===== src/rtl/playback_addr_gen.sv =====
// Sample address generator for flash audio playback.
// Ports: clk/rst (sync, active-high); start_addr/end_addr window
//   bounds latched on restart; restart, play (level), advance
//   (strobe), forward, loop_en, step (0 acts as 1); address,
//   running, wrap (pulse), done (level), all registered.
module playback_addr_gen #(
  parameter int ADDR_W = 23,
  parameter int STEP_W = 4
) (
  input  logic              clk,
  input  logic              rst,
  input  logic [ADDR_W-1:0] start_addr,
  input  logic [ADDR_W-1:0] end_addr,
  input  logic              restart,
  input  logic              play,
  input  logic              advance,
  input  logic              forward,
  input  logic              loop_en,
  input  logic [STEP_W-1:0] step,
  output logic [ADDR_W-1:0] address,
  output logic              running,
  output logic              wrap,
  output logic              done
);

  typedef enum logic [1:0] {
    IDLE,
    PLAY,
    PAUSE,
    DONE
  } state_t;

  state_t            r_state;
  logic [ADDR_W-1:0] r_addr;
  logic [ADDR_W-1:0] r_lo;
  logic [ADDR_W-1:0] r_hi;
  logic              r_run;
  logic              r_wrap;
  logic              r_done;

  logic [ADDR_W-1:0] w_lo;
  logic [ADDR_W-1:0] w_hi;
  logic [ADDR_W:0]   w_s;
  logic [ADDR_W:0]   w_sum;
  logic [ADDR_W:0]   w_diff;
  logic              w_fit_fwd;
  logic              w_fit_rev;
  logic              w_fit;
  logic [ADDR_W-1:0] w_next;
  logic [ADDR_W-1:0] w_edge;

  assign w_lo = (start_addr <= end_addr) ? start_addr : end_addr;
  assign w_hi = (start_addr <= end_addr) ? end_addr : start_addr;

  assign w_s = (step == '0) ? {{ADDR_W{1'b0}}, 1'b1}
                            : {{(ADDR_W+1-STEP_W){1'b0}}, step};

  // Extra top bit: carry on the sum, borrow on the difference.
  assign w_sum  = {1'b0, r_addr} + w_s;
  assign w_diff = {1'b0, r_addr} - w_s;

  assign w_fit_fwd = (w_sum <= {1'b0, r_hi});
  assign w_fit_rev = !w_diff[ADDR_W] &&
                     (w_diff[ADDR_W-1:0] >= r_lo);

  assign w_fit  = forward ? w_fit_fwd : w_fit_rev;
  assign w_next = forward ? w_sum[ADDR_W-1:0]
                          : w_diff[ADDR_W-1:0];
  // Wrap lands on the opposite edge; no remainder carried.
  assign w_edge = forward ? r_lo : r_hi;

  always_ff @(posedge clk) begin
    if (rst) begin
      r_state <= IDLE;
      r_addr  <= '0;
      r_lo    <= '0;
      r_hi    <= '0;
      r_run   <= 1'b0;
      r_wrap  <= 1'b0;
      r_done  <= 1'b0;
    end else begin
      r_wrap <= 1'b0;
      if (restart) begin
        r_lo    <= w_lo;
        r_hi    <= w_hi;
        r_addr  <= forward ? w_lo : w_hi;
        r_done  <= 1'b0;
        r_state <= play ? PLAY : PAUSE;
        r_run   <= play;
      end else begin
        case (r_state)
          PLAY: begin
            if (!play) begin
              r_state <= PAUSE;
              r_run   <= 1'b0;
            end else if (advance) begin
              if (w_fit) begin
                r_addr <= w_next;
              end else if (loop_en) begin
                r_addr <= w_edge;
                r_wrap <= 1'b1;
              end else begin
                r_state <= DONE;
                r_run   <= 1'b0;
                r_done  <= 1'b1;
              end
            end
          end
          PAUSE: begin
            if (play) begin
              r_state <= PLAY;
              r_run   <= 1'b1;
            end
          end
          default: ;
        endcase
      end
    end
  end

  assign address = r_addr;
  assign running = r_run;
  assign wrap    = r_wrap;
  assign done    = r_done;

endmodule


===== config.mk =====
export PLATFORM = sky130hd
export DESIGN_NAME = playback_addr_gen
export DESIGN_NICKNAME = d
export VERILOG_FILES = /design/src/rtl/playback_addr_gen.sv
export SDC_FILE = /design/constraint.sdc
export NUM_CORES = 1
export LEC_CHECK = 0
export ABC_AREA = 1
export BUFFER_PORTS_ARGS = -buffer_cell sky130_fd_sc_hd__buf_2
export CORE_ASPECT_RATIO = 0.9
export CORE_MARGIN = 5
export CORE_UTILIZATION = 45
export CTS_BUF_LIST = sky130_fd_sc_hd__clkbuf_8
export DETAILED_ROUTE_END_ITERATION = 6
export SLEW_MARGIN = 40
export SYNTH_ARGS = -nofsm -noshare
export SYNTH_HDL_FRONTEND = slang
export SYNTH_SLANG_ARGS = --single-unit

===== constraint.sdc =====
create_clock -name clk -period 12.33 [get_ports clk]
set_input_delay 1.233 -clock clk [delete_from_list [all_inputs] [get_ports clk]]
set_output_delay 1.233 -clock clk [all_outputs]
set_load 0.005 [all_outputs]

**Word level (Yosys, flattened, before mapping)**

Index checks and enable logic that the tools add are counted.
Widths: inputs -> output; s select.

- Register bits: 74
- Input port bits: 57
- Output and inout port bits: 26
- Word-level logic and storage cells: 65

- Add/sub/neg operators: 2
- Magnitude comparators: 3
- Equality and inequality tests: 6
- Muxes and demuxes: 29
- Bitwise operators: 5
- Reduce and logical (&&, ||, !) cells: 13

Operators with widths:

| operator | number |
|---|---|
| $mux 23 | 11 |
| $add 23x4->24 | 1 |
| $le 24x23->1 | 1 |
| $sub 23x4->24 | 1 |
| $ge 23x23->1 | 1 |
| $le 23x23->1 | 1 |
| $mux 2 | 7 |
| $ne 4x4->1 const B | 3 |
| $reduce_and 5->1 | 2 |
| $mux 1 | 8 |
| $reduce_bool 2->1 | 3 |
| $reduce_bool 3->1 | 2 |
| $reduce_or 6->1 | 1 |
| $not 1->1 | 5 |
| $logic_not 4->1 | 1 |
| $mux 4 | 1 |
| $pmux 2 s2 | 1 |
| $reduce_and 4->1 | 1 |
| $ne 3x3->1 const B | 1 |
| $eq 2x1->1 const B | 1 |
| $eq 2x2->1 const B | 1 |
| $pmux 1 s2 | 1 |
| $reduce_or 2->1 | 1 |
| $logic_and 1x1->1 | 1 |
| $logic_not 1->1 | 1 |

**Logic depth before layout (Yosys ltp)**

Gate-level depths: netlist of run 1.

- Depth in word-level cells: 11
- Mapped depth: 33

**Worst setup path after synthesis of run 1**

OpenSTA, ideal clock, no wires.

- Path type: input to register
- Start point: in step[1]
- End point: reg r_addr[8], in the netlist address[8]
- Arrival: 4.710 ns
- Required time: 12.217 ns
- Path slack: 7.508 ns
- Cell stages on the path: 28
- Path buffers: 1
- Cell sequence: inv_1 -> a31o_2 -> ha_1 -> inv_1 -> fa_1 -> inv_1 -> nand3_1 -> nand2_1 -> nand2_1 -> nor2_1 -> nand3_1 -> nand2_1 -> inv_1 -> ha_1 -> nand2_1 -> nor2_1 -> nand2_1 -> nor3_1 -> nand3_1 -> nand3_1 -> nand2_4 -> nand2_4 -> nand2_2 -> a21oi_4 -> buf_6 -> nand2_1 -> nand2_1 -> nor2_1

- Longest elaborated chain between the ends: 11

RTL lines:

| element | line | RTL |
|---|---|---|
| from (decl) | 19 | `input logic [STEP_W-1:0] step,` |
| $logic_not 4->1 | 55 | `assign w_s = (step == '0) ? {{ADDR_W{1'b0}}, 1'b1}` |
| $mux 4 * | 55 |  |
| $sub 23x4->24 | 60 | `assign w_diff = {1'b0, r_addr} - w_s;` |
| $ge 23x23->1 or $logic_not 1->1 (tied branches) | 64, 63 |  |
| $logic_and 1x1->1 | 63 | `assign w_fit_rev = !w_diff[ADDR_W] &&` |
| $mux 1 | 66 | `assign w_fit = forward ? w_fit_fwd : w_fit_rev;` |
| $mux 23 | 97 | `if (w_fit) begin` |
| $mux 23 | 96 | `end else if (advance) begin` |
| $mux 23 | 93 | `if (!play) begin` |
| $mux 23 | 91 | `case (r_state)` |
| $mux 23 | 83 | `if (restart) begin` |
| to (signal assigned) | 86 | `r_addr <= forward ? w_lo : w_hi;` |
| to (signal assigned) | 98 | `r_addr <= w_next;` |
| to (signal assigned) | 100 | `r_addr <= w_edge;` |
| to (decl) | 34 | `logic [ADDR_W-1:0] r_addr;` |

Every way passes the cells marked *; elsewhere a longest branch is shown, timed or not. The select of a mux whose other input is x is not followed.
A chain may end at the register's enable or synchronous reset.

**Final worst setup path of run 1**

- Start point: in step[1]
- End point: reg r_addr[6], in the netlist address[6]

Same word-level chain as after synthesis.

==> results of run 1 <==
-- routing by layer --
metal  part of all wire  track usage
met5                  0            0
met2               0.48        0.448
met1               0.44        0.339
met3              0.059       0.0354
met4              0.026       0.0785
-- layout make-up --
class,instances,area (µm²)
Sequential cell,74,1480
Clock inverter,6,41.3
Inverter,171,642
Multi-Input combinational cell,1070,5590
Fill cell,1984,8860
Tap cell,240,300
Timing Repair Buffer,92,503
Clock buffer,10,138
-- final timing paths --
path | startpoint | to | slack, ns | depth (start not counted)
max | step[1] | address[6] | 6.44 | 30
min reg2reg | running | running | 0.47 | 2
min | running | running | 0.47 | 2
max reg2reg | address[0] | address[6] | 7.32 | 27
-- metrics by stage --
stage	cell area, µm²	total power, mW	hold slack [ns]	cells	setup slack, ns
floorplan	8000	0.613	0.448	1380	7.51
global route	8700	1.01	0.507	1663	6.03
finish	8700	0.926	0.466	1663	6.44
detailed placement	8520	0.740	0.452	1647	6.16
CTS	8700	0.930	0.466	1663	6.55
global placement	8490	0.736	0.454	1645	6.10
-- power breakdown --
part | leakage (nW) | switching (mW) | internal [mW]
Clock | 0.0905 | 0.110 | 0.0789
Sequential | 0.614 | 0.0269 | 0.261
Combinational | 3.87 | 0.294 | 0.155
Total | 4.57 | 0.431 | 0.495
-- logic make-up after synthesis --
kind of cell | synth area share
XOR/XNOR | 0.0164
adder cells (fa/ha/maj) | 0.127
buffers and inverters | 0.116
AO/OA/AOI/OAI | 0.124
flip-flops | 0.185
multiplexers | 0.00250
AND/OR/NAND/NOR | 0.428
-- state kept, by name, summed over array words and instances (netlist names) --
signal / flops
address: 23
done: 1
r_hi: 23
r_lo: 23
r_state: 2
running: 1
wrap: 1
-- placed cells by master (no fill, tap or decap), types with 3 or more instances in the layout --
cell type and count:
nand2_1 399, nand3_1 229, inv_1 161, nor2_1 110
o21ai_0 89, buf_2 81, ha_1 78, dfxtp_1 74
a31oi_1 47, a21oi_1 29, nand4_1 24, xor2_1 14
clkbuf_8 10, buf_4 9, inv_2 8, nor3_1 8
nand2_2 8, nand3b_1 5, o21a_1 4, nor2_2 3
clkinv_1 3, a21o_1 3
-- worst min-delay path, stage by stage (launching register included) --
cell and delay (ns):
dfxtp_1 0.31, nand2_1 0.06, a21oi_1 0.06
==> flow_summary.yaml, run 1 <==
grt:
  grt_pass1_wl_um: 42300
  grt-ovfl-total: 0
  grt_util_all_layers: 0.260
  grt_antenna_before_repair: 0
  grt_max_degree: 76
  grt_pass1_vias: 8269
status:
  status: "completed"
floorplanning:
  core_area_um2: 17600
  start_util: 0.456
  chipHeight_um: 137
  die_x_um: 151
  dieArea_um2: 20600
  rows: 46
  io_pins: 83
synth:
  avgSynthCellArea_um2: 5.80
  syn_area_um2: 8000
  yosys.cell_types.count: 38
  async_reset_ff_frac: 0
  synth_area_leaders: "nand2_1 (19%), dfxtp_1 (19%), nand3_1 (14%), ha_1 (12%), inv_1 (7.5%)"
  dominantRegCellSynth: "dfxtp_1"
  synth_cells: 1380
  ys_seq_area_frac: 0.185
  ys_seq_elements: 74
  yosysTopAreaCell: "nand2_1"
  synth.most_common_cell: "nand2_1"
  synth_commonest_cells: "nand2_1 (399), nand3_1 (229), inv_1 (160), nor2_1 (110), o21ai_0 (89)"
  yosysWarnings: 0
  syn-num-nets: 1517
  synth_top_area_frac: 0.187
  synth_edf_count: 0
drt:
  wl_per_cell_um: 15.8
  wl_um: 26200
  num_vias: 8984
  dr.pass1.iters: 5
  ant_nets: 0
  drtIter0Drc: 694
  via_per_inst: 5.40
  drcViolationCount: 0
clock_tree:
  numCtsBuffers: 9
  htreeDepth: 3
  postCtsSetupBuffers: 0
  cts_hold_buf: 0
  insertion_delay_ns: 0.39
  cts_tree: "built"
  clk_pin_slew_worst_paths_ns: 0.09
  post_cts_resized: 0
  cts_root_buffer: "clkbuf_8"
  cts_sinks: 74
  clockBufferDepth: 2
critical_path:
  crit_arrival_ns: 6.18
  worstSetupEndpointType: "flop"
  critPathTopFamily: "simple AND/OR/NAND/NOR gates"
  critPathMostFrequentCell: "nand2_1"
  cp-start-kind: "input port"
  cp.required_ns: 12.62
  slowest_stage: "fa_1"
  max_stage_delay_ns: 0.41
  crit_type: "in2reg"
  crit_buf_inv: 7
  path_max_fanout: 26
placed_design:
  io_buffers: 82
  dpl.hpwl_um: 20300
  place_congestion: 0.937
flow_run:
  maxCapViolCount: 0
final_layout:
  area_delta_synth_final_pct: 8.64
  drive_gt1_frac: 0.0942
  layout.nets: 1555
  final_core_util: 0.495
  antennaDiodeCount: 0
timing:
  rsz0062_at_grt: "false"
  hold_viol_final: 0
  setup_viol: 0
  timing.final.crit_period_ns: 5.89
  period_share: 0.478
  relSlewSlack: 0.444
  skew_ns: 0.0129
  tightest_slew_ns: 0.827
  slew_viol_final: 0
  fmax_mhz: 170
  tns_ns: 0
power_and_ir_drop:
  vdd_drop_max_mv: 0.0592
  p_leak_nw: 4.57
  power.density_nw_per_um2: 107
worst_hold_path:
  hold_path_class: "reg2reg"
No activity file was read; power rests on OpenSTA's default activity.
==> run 2: changes to the inputs <==
- clock period: 12.33 -> 5.9 ns (I/O delays scaled with it)
==> run 2 against run 1 <==
Effect of this change:
- worst hold slack worse by 0.067 ns
- critical path depth down 1
- power up 110%
- register-to-register slack worse by 6.3 ns
- sequential share of layout area about the same
- clock skew down 0.0028 ns
- cell count about the same
- first-iteration DRC count unchanged
==> flow_summary.yaml, run 2 (synthesis results as in run 1) <==
drt:
  num_vias: 8915
  dr.pass1.iters: 5
  drtIter0Drc: 694
  wl_per_cell_um: 15.8
  wl_um: 26300
  via_per_inst: 5.36
  drcViolationCount: 0
  ant_nets: 0
clock_tree:
  cts_sinks: 74
  cts_hold_buf: 0
  post_cts_resized: 0
  htreeDepth: 3
  cts_tree: "built"
  postCtsSetupBuffers: 0
  insertion_delay_ns: 0.38
  clk_pin_slew_worst_paths_ns: 0.09
  clockBufferDepth: 2
  cts_root_buffer: "clkbuf_8"
  numCtsBuffers: 9
power_and_ir_drop:
  p_switching_uw: 897
  clockPowerShare: 0.223
  switching_share: 0.451
  intPower_mw: 1.09
  power_mw: 1.99
  seq_power_share: 0.302
  p_leak_nw: 4.58
  vdd_drop_max_mv: 0.131
  power.density_nw_per_um2: 228
  pwr-share-comb: 0.474
grt:
  grt-ovfl-total: 0
  grt_pass1_vias: 8210
  grt_antenna_before_repair: 0
  grt_max_degree: 74
  grt_pass1_wl_um: 42200
  grt_util_all_layers: 0.259
placed_design:
  dpl.hpwl_um: 20300
  numPlacedInstances: 1646
  place_congestion: 0.911
  io_buffers: 82
  pre_cts_slack_ns: 0.496
  dpl_cell_area_um2: 8500
timing:
  period_share: 0.869
  tns_ns: 0
  hold_viol_final: 0
  rsz0062_at_grt: "false"
  fmax_mhz: 195
  setup_ws_ns: 0.770
  relSlewSlack: 0.492
  skew_ns: 0.0101
  slew_viol_final: 0
  tightest_slew_ns: 0.757
  setup_viol: 0
  timing.final.crit_period_ns: 5.13
  hold-worst-slack_ns: 0.398
flow_run:
  maxCapViolCount: 0
worst_hold_path:
  hold_path_class: "in2reg"
  min_from: "rst"
  whs_path_depth: 2
final_layout:
  fin_cells: 1662
  design_area_um2: 8710
  antennaDiodeCount: 0
  drive_gt1_frac: 0.0942
  area_delta_synth_final_pct: 8.80
  final_cell_mix: "nand2_1 (399), nand3_1 (229), inv_1 (160), nor2_1 (110), o21ai_0 (89)"
  layout.nets: 1554
  final_core_util: 0.496
  fill_cells: 1929
  final_common_cell: "nand2_1"
floorplanning:
  core_area_um2: 17600
  start_util: 0.456
  chipHeight_um: 137
  io_pins: 83
  rows: 46
  die_x_um: 151
  dieArea_um2: 20600
critical_path:
  crit_type: "in2reg"
  cp-start-kind: "input port"
  cp.required_ns: 6.17
  critPathLaunch: "step[1]"
  path_max_fanout: 46
  r2r_start: "address[0]"
  critPathTopFamily: "simple AND/OR/NAND/NOR gates"
  crit_buf_inv: 7
  path_depth: 29
  r2r.worst_path.cells: 26
  crit_arrival_ns: 5.40
  max_stage_delay_ns: 0.43
  critPathMostFrequentCell: "nand3_1"
  worstSetupEndpointType: "flop"
  slowest_stage: "buf_4"
status:
  status: "completed"
## run 2: changes by cell type in the layout (fill, tap and decap cells not counted), sizes merged
cell | before | now
clkbuf | 10 | 11
bufinv | 0 | 1
buf | 92 | 91
inv | 171 | 170
clkinvlp | 2 | 1
## run 2: power by group through the flow
| stage | Sequential, mW | Combinational, mW | Clock, mW |
|---|---|---|---|
| after floorplan | 0.590 | 0.690 | 0 |
| after global placement | 0.613 | 0.931 | 0 |
| after detailed placement | 0.613 | 0.938 | 0 |
| after CTS | 0.601 | 0.943 | 0.456 |
| after global routing | 0.609 | 1.08 | 0.478 |
| final | 0.601 | 0.943 | 0.444 |
## run 2: path summary, 6_finish.rpt
kind,slack (ns),endpoint
setup / recovery,0.77,address[10]
hold reg to reg,0.47,running
hold / removal,0.40,r_state[0]
setup reg to reg,1.07,address[10]
## run 2: metal layers
layer,part of all wire,up-vias,GRT usage
li1,-,4613,-
met1,0.45,4033,0.335
met2,0.48,234,0.450
met3,0.047,35,0.0361
met4,0.023,0,0.0725
met5,0,-,0
## run 2: layout make-up
type,instances,area (µm²),share of cell area
Multi-Input combinational cell,1070,5590,0.642
Sequential cell,74,1480,0.170
Inverter,171,644,0.0740
Timing Repair Buffer,91,480,0.0552
Tap cell,240,300,0.0345
Clock buffer,11,151,0.0174
Clock inverter,5,60.1,0.00690
==> run 3: changes to the inputs <==
- clock period: 5.9 -> 6.5 ns (I/O delays scaled with it)
==> run 3 against run 2 <==
Effect of this change:
- count of clock-buffer cells in the layout down 1
- highest routed layer unchanged
- non-clock buffer count down 1
- register-to-register slack better by 0.64 ns
- largest power group unchanged
- critical endpoint is now address[6]
- first-iteration DRC count down 0.86%
==> flow_summary.yaml, run 3 (synthesis results as in run 1) <==
clock_tree:
  cts_tree: "built"
  cts_sinks: 74
  insertion_delay_ns: 0.39
  cts_hold_buf: 0
  clk_pin_slew_worst_paths_ns: 0.08
  cts_root_buffer: "clkbuf_8"
  numCtsBuffers: 9
  clockBufferDepth: 2
  postCtsSetupBuffers: 0
  htreeDepth: 3
  post_cts_resized: 0
final_layout:
  antennaDiodeCount: 0
  area_delta_synth_final_pct: 8.29
  fill_cells: 1944
  final_common_cell: "nand2_1"
  drive_gt1_frac: 0.0943
  layout.nets: 1553
  final_cell_mix: "nand2_1 (398), nand3_1 (229), inv_1 (160), nor2_1 (110), o21ai_0 (89)"
critical_path:
  cp-start-kind: "input port"
  critPathMostFrequentCell: "nand3_1"
  max_stage_delay_ns: 0.43
  slowest_stage: "buf_4"
  path_max_fanout: 46
  crit_type: "in2reg"
  crit_arrival_ns: 5.40
  r2r_start: "address[0]"
  cp.required_ns: 6.78
  reg2reg_to: "address[6]"
  worstSetupEndpointType: "flop"
  r2r.worst_path.cells: 26
  reg2reg_setup_slack_ns: 1.71
worst_hold_path:
  hold_path_class: "in2reg"
  min_from: "rst"
  min_to: "r_state[0]"
  whs_path_depth: 2
timing:
  relSlewSlack: 0.481
  hold_viol_final: 0
  timing.final.crit_period_ns: 5.11
  slew_viol_final: 0
  tns_ns: 0
  rsz0062_at_grt: "false"
  setup_viol: 0
  tightest_slew_ns: 0.773
  setup_ws_ns: 1.39
  period_share: 0.787
  skew_ns: 0.0119
  hold-worst-slack_ns: 0.454
  fmax_mhz: 196
grt:
  use_met2: 0.457
  grt-ovfl-total: 0
  grtUsageMet3: 0.0288
  grt_use_met1: 0.328
  grt_max_degree: 71
  top_usage_layer: "met2"
  grt_pass1_vias: 8387
  grt_antenna_before_repair: 0
  grt_util_all_layers: 0.259
  grt_pass1_wl_um: 42100
status:
  status: "completed"
drt:
  drcViolationCount: 0
  dr.pass1.iters: 7
  drtIter0Drc: 688
  wl_per_cell_um: 15.8
  num_vias: 8926
  via_per_inst: 5.37
  wl_um: 26300
  ant_nets: 0
floorplanning:
  rows: 46
  io_pins: 83
  chipHeight_um: 137
  core_area_um2: 17600
  die_x_um: 151
  dieArea_um2: 20600
  start_util: 0.456
power_and_ir_drop:
  p_leak_nw: 4.56
  power.density_nw_per_um2: 202
  vdd_drop_max_mv: 0.105
placed_design:
  dpl.hpwl_um: 20400
  pre_cts_slack_ns: 1.06
  place_congestion: 0.946
  io_buffers: 82
flow_run:
  maxCapViolCount: 0
## run 3: changes by cell type in the layout (fill, tap and decap cells not counted)
cell,previous run,this run
clkinv_2,1,3
buf_4,10,9
bufinv_16,1,0
clkbuf_8,11,10
inv_2,7,8
inv_4,1,0
nand2_1,399,398
nand2_2,8,9
## run 3: through the flow
stage / cell area (µm²) / utilization / cells / power (mW)
CTS: 8670 / 0.494 / 1661 / 1.76
floorplan: 8000 / - / 1380 / 1.16
finish: 8670 / 0.494 / 1661 / 1.75
detailed placement: 8490 / 0.484 / 1645 / 1.40
global route: 8670 / 0.494 / 1661 / 1.91
global placement: 8490 / 0.483 / 1645 / 1.40
## run 3: worst max-delay path by stage
stage                     startpoint     endpoint  slack, ns  cells after the start
after floorplan              step[1]   address[8]       2.26                     28
after global placement       step[1]   address[3]       1.19                     29
after detailed placement     step[1]  address[21]       1.06                     29
after CTS                    step[1]  address[16]       1.45                     29
after global routing         step[1]  address[12]       0.87                     29
final                        step[1]   address[6]       1.39                     29
## run 3: layer usage
metal | vias up | share of wire
met3 | 50 | 0.040
met5 | - | 0
met1 | 4030 | 0.45
met2 | 237 | 0.48
met4 | 0 | 0.030
li1 | 4609 | -
## run 3: final cells by class
class | instances | area (µm²) | share of cell area
Multi-Input combinational cell | 1070 | 5590 | 0.645
Sequential cell | 74 | 1480 | 0.171
Timing Repair Buffer | 90 | 473 | 0.0546
Inverter | 171 | 642 | 0.0741
Clock inverter | 6 | 40.0 | 0.00462
Clock buffer | 10 | 138 | 0.0159
Tap cell | 240 | 300 | 0.0346
## run 3: power by group
part	internal (mW)	switching, mW
clock	0.150	0.207
sequential	0.495	0.0509
combinational	0.293	0.558
## run 3: critical path: cells and delay by family
kind                     cells  cell delay (ns)
buffers and inverters        7             0.98
AND/OR/NAND/NOR             17             2.50
adder cells (fa/ha/maj)      3             0.89
AO/OA/AOI/OAI                2             0.32
